<file path="src/rtl/stopwatch_counter.sv">
// Purpose : clock-divided mm:ss.cc stopwatch core with IDLE/RUN/PAUSE control, six BCD digit outputs.
// Latency : commands take effect on the edge that samples them; first count DIV cycles after entering RUN.
// Backpr. : none; command pulses are consumed every cycle, outputs are always valid.
//
// Ports:
//   clk, reset            : system clock, synchronous active-high reset (dominates everything)
//   start_stop, clear     : single-cycle command pulses (start/pause/resume, zero when not running)
//   lap                   : single-cycle lap pulse, only when STOPWATCH_LAP_HOLD_EN is defined
//   cs_units..min_tens    : BCD digits of mm:ss.cc, one per downstream segment decoder
//   running               : high while in RUN
//   wrap                  : one-cycle pulse after rolling over 59:59.99 -> 00:00.00
//
// Optional feature macro: STOPWATCH_LAP_HOLD_EN (lap freeze of the displayed digits).

module stopwatch_counter #(
    parameter int CLK_HZ  = 50000000,
    parameter int TICK_HZ = 100
) (
    input  logic       clk,
    input  logic       reset,
    input  logic       start_stop,
    input  logic       clear,
`ifdef STOPWATCH_LAP_HOLD_EN
    input  logic       lap,
`endif
    output logic [3:0] cs_units,
    output logic [3:0] cs_tens,
    output logic [3:0] sec_units,
    output logic [3:0] sec_tens,
    output logic [3:0] min_units,
    output logic [3:0] min_tens,
    output logic       running,
    output logic       wrap
);

    localparam int DIV = CLK_HZ / TICK_HZ;
    localparam int PW  = (DIV > 1) ? $clog2(DIV) : 1;
    localparam logic [PW-1:0] PRE_MAX = PW'(DIV - 1);

    typedef enum logic [1:0] {
        S_IDLE  = 2'd0,
        S_RUN   = 2'd1,
        S_PAUSE = 2'd2
    } state_t;

    state_t        r_state;
    state_t        w_state_nxt;
    logic [PW-1:0] r_pre;
    logic [PW-1:0] w_pre_nxt;

    logic [3:0] r_cs_u, r_cs_t, r_sec_u, r_sec_t, r_min_u, r_min_t;
    logic [3:0] w_cs_u_nxt, w_cs_t_nxt, w_sec_u_nxt, w_sec_t_nxt, w_min_u_nxt, w_min_t_nxt;
    logic       r_running;
    logic       r_wrap;

    logic       w_zero;      // clear accepted: zero digits and prescaler
    logic       w_advance;   // prescaler may move this edge
    logic       w_tick;      // count increments this edge
    logic       w_c1, w_c2, w_c3, w_c4, w_c5, w_c6;  // carry into each digit / out of the top
    logic [23:0] w_live;
    logic [23:0] w_shown;

    // Control FSM: next state and clear acceptance
    always_comb begin
        w_state_nxt = r_state;
        w_zero      = 1'b0;
        case (r_state)
            S_IDLE: begin
                if (clear) begin
                    w_zero = 1'b1;
                end else if (start_stop) begin
                    w_state_nxt = S_RUN;
                end
            end
            S_RUN: begin
                // clear is ignored while running, even alongside start_stop
                if (start_stop) begin
                    w_state_nxt = S_PAUSE;
                end
            end
            S_PAUSE: begin
                if (clear) begin
                    w_state_nxt = S_IDLE;
                    w_zero      = 1'b1;
                end else if (start_stop) begin
                    w_state_nxt = S_RUN;
                end
            end
            default: begin
                w_state_nxt = S_IDLE;
                w_zero      = 1'b1;
            end
        endcase
    end

    // The edge that leaves RUN neither advances the prescaler nor counts, so a
    // pause landing on a tick edge swallows nothing and resume keeps the phase.
    always_comb begin
        w_advance = (r_state == S_RUN) && !start_stop;
        w_tick    = w_advance && (r_pre == PRE_MAX);
        w_pre_nxt = r_pre;
        if (w_zero || w_tick) begin
            w_pre_nxt = '0;
        end else if (w_advance) begin
            w_pre_nxt = r_pre + PW'(1);
        end
    end

    // Ripple BCD chain: each digit wraps at its max and passes a carry upward
    always_comb begin
        w_c1 = w_tick && (r_cs_u  == 4'd9);
        w_c2 = w_c1   && (r_cs_t  == 4'd9);
        w_c3 = w_c2   && (r_sec_u == 4'd9);
        w_c4 = w_c3   && (r_sec_t == 4'd5);
        w_c5 = w_c4   && (r_min_u == 4'd9);
        w_c6 = w_c5   && (r_min_t == 4'd5);

        w_cs_u_nxt  = r_cs_u;
        w_cs_t_nxt  = r_cs_t;
        w_sec_u_nxt = r_sec_u;
        w_sec_t_nxt = r_sec_t;
        w_min_u_nxt = r_min_u;
        w_min_t_nxt = r_min_t;

        if (w_zero) begin
            w_cs_u_nxt  = 4'd0;
            w_cs_t_nxt  = 4'd0;
            w_sec_u_nxt = 4'd0;
            w_sec_t_nxt = 4'd0;
            w_min_u_nxt = 4'd0;
            w_min_t_nxt = 4'd0;
        end else begin
            if (w_tick) w_cs_u_nxt  = w_c1 ? 4'd0 : r_cs_u  + 4'd1;
            if (w_c1)   w_cs_t_nxt  = w_c2 ? 4'd0 : r_cs_t  + 4'd1;
            if (w_c2)   w_sec_u_nxt = w_c3 ? 4'd0 : r_sec_u + 4'd1;
            if (w_c3)   w_sec_t_nxt = w_c4 ? 4'd0 : r_sec_t + 4'd1;
            if (w_c4)   w_min_u_nxt = w_c5 ? 4'd0 : r_min_u + 4'd1;
            if (w_c5)   w_min_t_nxt = w_c6 ? 4'd0 : r_min_t + 4'd1;
        end
    end

    // Digits are written every cycle (hold = rewrite of own value)
    always_ff @(posedge clk) begin
        if (reset) begin
            r_state   <= S_IDLE;
            r_pre     <= '0;
            r_cs_u    <= 4'd0;
            r_cs_t    <= 4'd0;
            r_sec_u   <= 4'd0;
            r_sec_t   <= 4'd0;
            r_min_u   <= 4'd0;
            r_min_t   <= 4'd0;
            r_running <= 1'b0;
            r_wrap    <= 1'b0;
        end else begin
            r_state   <= w_state_nxt;
            r_pre     <= w_pre_nxt;
            r_cs_u    <= w_cs_u_nxt;
            r_cs_t    <= w_cs_t_nxt;
            r_sec_u   <= w_sec_u_nxt;
            r_sec_t   <= w_sec_t_nxt;
            r_min_u   <= w_min_u_nxt;
            r_min_t   <= w_min_t_nxt;
            r_running <= (w_state_nxt == S_RUN);
            r_wrap    <= w_c6;
        end
    end

    assign w_live = {r_min_t, r_min_u, r_sec_t, r_sec_u, r_cs_t, r_cs_u};

`ifdef STOPWATCH_LAP_HOLD_EN
    logic        r_freeze;
    logic [23:0] r_disp;

    // First lap in RUN snapshots the live count, second lap releases it
    always_ff @(posedge clk) begin
        if (reset) begin
            r_freeze <= 1'b0;
            r_disp   <= 24'd0;
        end else if (w_zero) begin
            r_freeze <= 1'b0;
        end else if ((r_state == S_RUN) && lap) begin
            if (!r_freeze) begin
                r_disp   <= w_live;
                r_freeze <= 1'b1;
            end else begin
                r_freeze <= 1'b0;
            end
        end
    end

    assign w_shown = r_freeze ? r_disp : w_live;
`else
    assign w_shown = w_live;
`endif

    assign min_tens  = w_shown[23:20];
    assign min_units = w_shown[19:16];
    assign sec_tens  = w_shown[15:12];
    assign sec_units = w_shown[11:8];
    assign cs_tens   = w_shown[7:4];
    assign cs_units  = w_shown[3:0];
    assign running   = r_running;
    assign wrap      = r_wrap;

endmodule

</file>
<file path="config.mk">
export PLATFORM = sky130hd
export DESIGN_NAME = stopwatch_counter
export DESIGN_NICKNAME = d
export VERILOG_FILES = /design/src/rtl/stopwatch_counter.sv
export SDC_FILE = /design/constraint.sdc
export NUM_CORES = 1
export LEC_CHECK = 0
export ABC_CLOCK_PERIOD_IN_PS = 6200
export CAP_MARGIN = 10
export CELL_PAD_IN_SITES_DETAIL_PLACEMENT = 2
export CELL_PAD_IN_SITES_GLOBAL_PLACEMENT = 2
export CORE_ASPECT_RATIO = 0.5
export CORE_UTILIZATION = 25
export DETAILED_ROUTE_END_ITERATION = 7
export PLACE_DENSITY_LB_ADDON = 0.1
export SLEW_MARGIN = 20
export SYNTH_ARGS = -nofsm -noshare
export SYNTH_HDL_FRONTEND = slang
export SYNTH_SLANG_ARGS = --single-unit
</file>
<file path="constraint.sdc">
create_clock -name clk -period 6.2 [get_ports clk]
set_input_delay 1.24 -clock clk [delete_from_list [all_inputs] [get_ports clk]]
set_output_delay 1.24 -clock clk [all_outputs]
set_load 0.02 [all_outputs]
</file>
* Word level (Yosys, flattened, before mapping)
Cells that the tools add are included.
Cells by class: $add $sub $neg 7, equal/unequal tests 10, multiplexer cells 13, reduce and logical (&&, ||, !) cells 14
Operator list (number):
- 4-bit by 1-bit adder with 4-bit output (second input constant) | 6
- 4-bit two-way mux | 6
- 19-bit by 1-bit adder with 19-bit output (second input constant) | 1
- 19-bit equality test (second input constant) | 1
- 4-bit equality test (second input constant) | 4
- 4-bit by 3-bit equality test with 1-bit output (second input constant) | 2
- 1-bit logical AND | 8
- 2-bit two-way mux | 4
- 2-bit case mux with 3 select lines | 1
- 2-bit OR reduction | 3
- 2-bit by 1-bit equality test with 1-bit output (second input constant) | 2
- 2-bit equality test (second input constant) | 1
- 2-bit logical NOT | 1
- 1-bit case mux with 2 select lines | 1
- 1-bit logical NOT | 1
- 1-bit logical OR | 1
- 1-bit two-way mux | 1
Word-level totals: register bits after elaboration 47, bits of input ports 4, output and inout bits 26, word-level logic and storage cells 54

* Depth between registers and ports, before layout
depth in word-level cells 10, gate-level depth with buffers 9, gate-level depth less buffers 7

* Worst setup path after synthesis
Ideal clock, no wire load.
path kind input to register, start point input start_stop, end point register r_min_u[0] (netlist: min_units[0]), library setup time 0.070 ns, data arrival time 3.077 ns, required time 6.130 ns, setup slack 3.052 ns, cell stages on the path 7, path buffers 2, cells stage by stage nand4bb_4 or2_1 buf_6 or4_4 buf_6 or4_1 a21oi_1
On the way: word-level cells in the longest chain between the ends 9
RTL lines:
- start: declaration | line 21 | input logic start_stop,
- 1-bit logical NOT (*) | line 99 | w_advance = (r_state == S_RUN) && !start_stop;
- 1-bit logical AND (*) | line 99
- 1-bit logical AND (*) | line 100 | w_tick = w_advance && (r_pre == PRE_MAX);
- 1-bit logical AND (*) | line 111 | w_c1 = w_tick && (r_cs_u == 4'd9);
- 1-bit logical AND (*) | line 112 | w_c2 = w_c1 && (r_cs_t == 4'd9);
- 1-bit logical AND (*) | line 113 | w_c3 = w_c2 && (r_sec_u == 4'd9);
- 1-bit logical AND (*) | line 114 | w_c4 = w_c3 && (r_sec_t == 4'd5);
- 1-bit logical AND | line 115 | w_c5 = w_c4 && (r_min_u == 4'd9);
- 4-bit two-way mux | line 137 | if (w_c4) w_min_u_nxt = w_c5 ? 4'd0 : r_min_u + 4'd1;
- end signal: assignment | line 162 | r_min_u <= w_min_u_nxt;
- end: declaration | line 51 | logic [3:0] r_cs_u, r_cs_t, r_sec_u, r_sec_t, r_min_u, r_min_t;
Mark *: on every way between the ends. The rest lies on a longest branch, timed or not. A chain may end at the register's enable or synchronous reset.

* Worst setup path in the final report
start point input start_stop, end point register r_min_t[0] (netlist: min_tens[0])
On the way: word-level cells in the longest chain between the ends 10
RTL lines:
- 1-bit logical NOT (*) | line 99
- 1-bit logical AND (*) | line 99
- 1-bit logical AND (*) | line 100
- 1-bit logical AND (*) | line 111
- 1-bit logical AND (*) | line 112
- 1-bit logical AND (*) | line 113
- 1-bit logical AND (*) | line 114
- 1-bit logical AND (*) | line 115
- 1-bit logical AND | line 116 | w_c6 = w_c5 && (r_min_t == 4'd5);
- 4-bit two-way mux | line 138 | if (w_c5) w_min_t_nxt = w_c6 ? 4'd0 : r_min_t + 4'd1;
- end signal: assignment | line 163 | r_min_t <= w_min_t_nxt;
- end: declaration | line 51
Marked as above.

==> flow_metrics.tcl <==
set metrics [dict create \
    period_minus_slack_ns 3.523 \
    drv_cap 0 \
    portBuffers 29 \
    cts-root-buf "clkbuf_16" \
    fin_worst_skew_ns 0.004699 \
    grt_pass1_vias 2266 \
    final_common_cell "dfxtp_1" \
    synthFlopType "dfxtp_1" \
    syn_nets 292 \
    dp_hpwl_mm 4.819 \
    syn_area_sq_mm 0.002380 \
    netSwitchingPower_w 0.0001274 \
    drc_errors 0 \
    synth_area_per_cell_sq_um 8.654 \
    gpl.final_weighted_congestion 0.7427 \
    grt_max_degree 23 \
    rows 24 \
    fin_crit_sh_pct 56.83 \
    rsz0062_at_grt "no" \
    wl_per_cell_microns 15.65 \
    worstHoldPathType "register to register" \
    setup_slack_ns 2.677 \
    p_seq_share_pct 52.2 \
    ff2ff_setup_slack_ns 3.57 \
    cts_buffers 5 \
    drtIter0Drc 47 \
    cp_data_arrival_time_ns 3.74 \
    reg2reg_to "min_tens[0]" \
    r2r-start "r_pre[8]" \
    power.share.clock_pct 44.8 \
    drive_gt1_share_pct 4.276 \
    htreeDepth 2 \
    swShare_pct 21.91 \
    clk_latency_ns 0.29 \
    synth_xor_area_share_pct 6.625 \
    synth_warnings 0 \
    grt_antenna_before_repair 0 \
    status "completed" \
    cts_tree "yes" \
    slew_headroom_pct 37.49 \
    finalSetupViolations 0 \
    fill_cells 1038 \
    setup_tns_ns 0 \
    synth_async_sr_flop_share_pct 0 \
    track_usage_pct 14.54 \
    crit_fanout 21 \
    synth_compound_area_share_pct 10.30 \
    ant_nets 0 \
    clock_path_buffers 2 \
    synthCells 275 \
    fin_nets 322 \
    critPathMaxStageDelay_ns 0.69 \
    path_delay_family "simple AND/OR/NAND/NOR gates" \
    vias 2080 \
    area_growth_pct 22.50 \
    cp-start-kind "input pin" \
    cp_cell_sequence "clkdlybuf4s50_1 -> nand4bb_4 -> or2_1 -> or4_4 -> or4_1 -> a21oi_1" \
    rr_worst_depth 5 \
    hold_violations 0 \
    drv_slew 0 \
    wl_mm 6.587 \
    crit_path_end_kind "register" \
    synth_edf_count 0 \
    synthSimpleGateAreaFrac_pct 30.81 \
    holdPathStages 1 \
    preCtsSetupSlack_ns 2.376 \
    synthMuxAreaShare_pct 2.103 \
    n_antenna_cell 0 \
    tightest_slew_ns 0.9305 \
    fp.dieArea_sq_mm 0.009937 \
    cts_num_sinks 47 \
    ctsResizeCount 0 \
    viasPerCell 4.941 \
    post_cts_buffers 0 \
    synth-seq-cells 47 \
    clk_pin_slew_ns 0.06 \
    hold_buffers 0 \
    required_ns 6.42 \
    synth_top_family_by_area "simple AND/OR/NAND/NOR gates" \
    min-delay-start "cs_tens[3]" \
    dr.pass1.iters 3 \
    grt_remaining_overflow 0 \
    mostFrequentLayoutCells "dfxtp_1 (47), nor2_1 (35), clkdlybuf4s50_1 (29), nand2_1 (24), a21oi_1 (20)" \
    die_y_microns 70.99 \
    powerDensity_mw_per_mm2 199.4 \
    hold-path-endpoint "cs_tens[3]" \
    criticalPathCategory "input pin to register" \
    grt_pass1_wl_mm 11.25 \
    initial_utilization_pct 26.51 \
    synthAdderAreaFrac_pct 6.835 \
    fmax_ghz 0.2838 \
    ys_seq_area_share_pct 39.54 \
    p_leak_nw 0.9315 \
    crit_buf_inv 1 \
    p_comb_share_pct 3.0 \
    peakVddDrop_uv 96.94 \
    ios 30 \
    ys_types 45 \
    multi_input_area_sq_mm 0.001349 \
    die_x_microns 140.0 \
    slowest_stage "or4_4" \
    p_int_w 0.0004540 \
    seq_area_sq_um 940.9 \
    core_area_sq_mm 0.008979 \
]
[kinds of logic (layout without fill, tap and decap cells)]
group                    count (synthesis)  after routing
adder cells (fa/ha/maj)                 13             13
flip-flops                              47             47
buffers and inverters                   20             49
AND/OR/NAND/NOR                        130            130
XOR/XNOR                                18             18
multiplexers                             5              5
AO/OA/AOI/OAI                           42             42
[cells in the mapped netlist (all sizes together) (2+ instances only)]
cell	instances	area (sq um)
mux2i	5	50.05
nand2	24	90.09
nand3	13	65.06
nor4	4	25.02
nor4b	3	32.53
inv	12	45.04
or3	7	43.79
nor3	4	20.02
nor2	35	131.4
ha	13	162.7
nand4b	2	17.52
o21ai	11	55.05
a21oi	20	100.1
and4	2	17.52
xor2	11	96.34
nor2b	4	25.02
buf	2	22.52
and2	2	12.51
nand3b	3	22.52
xnor2	7	61.31
and3b	5	43.79
dfxtp	47	940.9
clkbuf	6	22.52
or4	11	86.33
and3	2	12.51
nand4	5	37.53
or2	2	12.52
[power by group through the flow]
stage | clock network [W] | registers [W] | logic [W]
after floorplan | 0 | 0.000311 | 0.00000963
after global placement | 0 | 0.000310 | 0.0000175
after detailed placement | 0 | 0.000311 | 0.0000179
after CTS | 0.000271 | 0.000304 | 0.0000179
after global routing | 0.000283 | 0.000304 | 0.0000194
final | 0.000261 | 0.000304 | 0.0000172
[state kept, by name, indices dropped and copies added (netlist names)]
signal and cells:
min_tens 4, sec_tens 4, min_units 4, running 1, cs_units 4, cs_tens 4
r_state 2, r_pre 19, wrap 1, sec_units 4
[through the flow]
stage	utilization, %	cell area, sq um	hold WS (ns)	cells	power (W)
floorplan	-	2380	0.4706	275	0.0003204
global placement	31.03	2786	0.4887	415	0.0003280
detailed placement	31.03	2786	0.5047	415	0.0003284
CTS	32.47	2915	0.5206	421	0.0005928
global route	32.47	2915	0.5518	421	0.0006055
finish	32.47	2915	0.5151	421	0.0005814
[per-layer routing]
metal	GRT usage, %	share of wire, %
met1	18.56	50
met2	24.83	47
met3	3.724	2.4
met4	3.297	0.59
met5	0	0
[worst max path at each step]
stage / from / end / depth (start not counted)
after CTS: start_stop / min_tens[0] / 6
final: start_stop / min_tens[0] / 6
after detailed placement: start_stop / min_tens[0] / 6
after floorplan: start_stop / min_units[0] / 7
after global placement: start_stop / min_units[1] / 6
after global routing: start_stop / min_tens[0] / 6
[area by class of cell]
class	instances	share of cell area [%]
Timing Repair Buffer	31	10.47
Inverter	12	1.545
Clock buffer	6	4.421
Multi-Input combinational cell	208	46.27
Tap cell	117	5.021
Sequential cell	47	32.27
(Power assumes the default switching activity.)
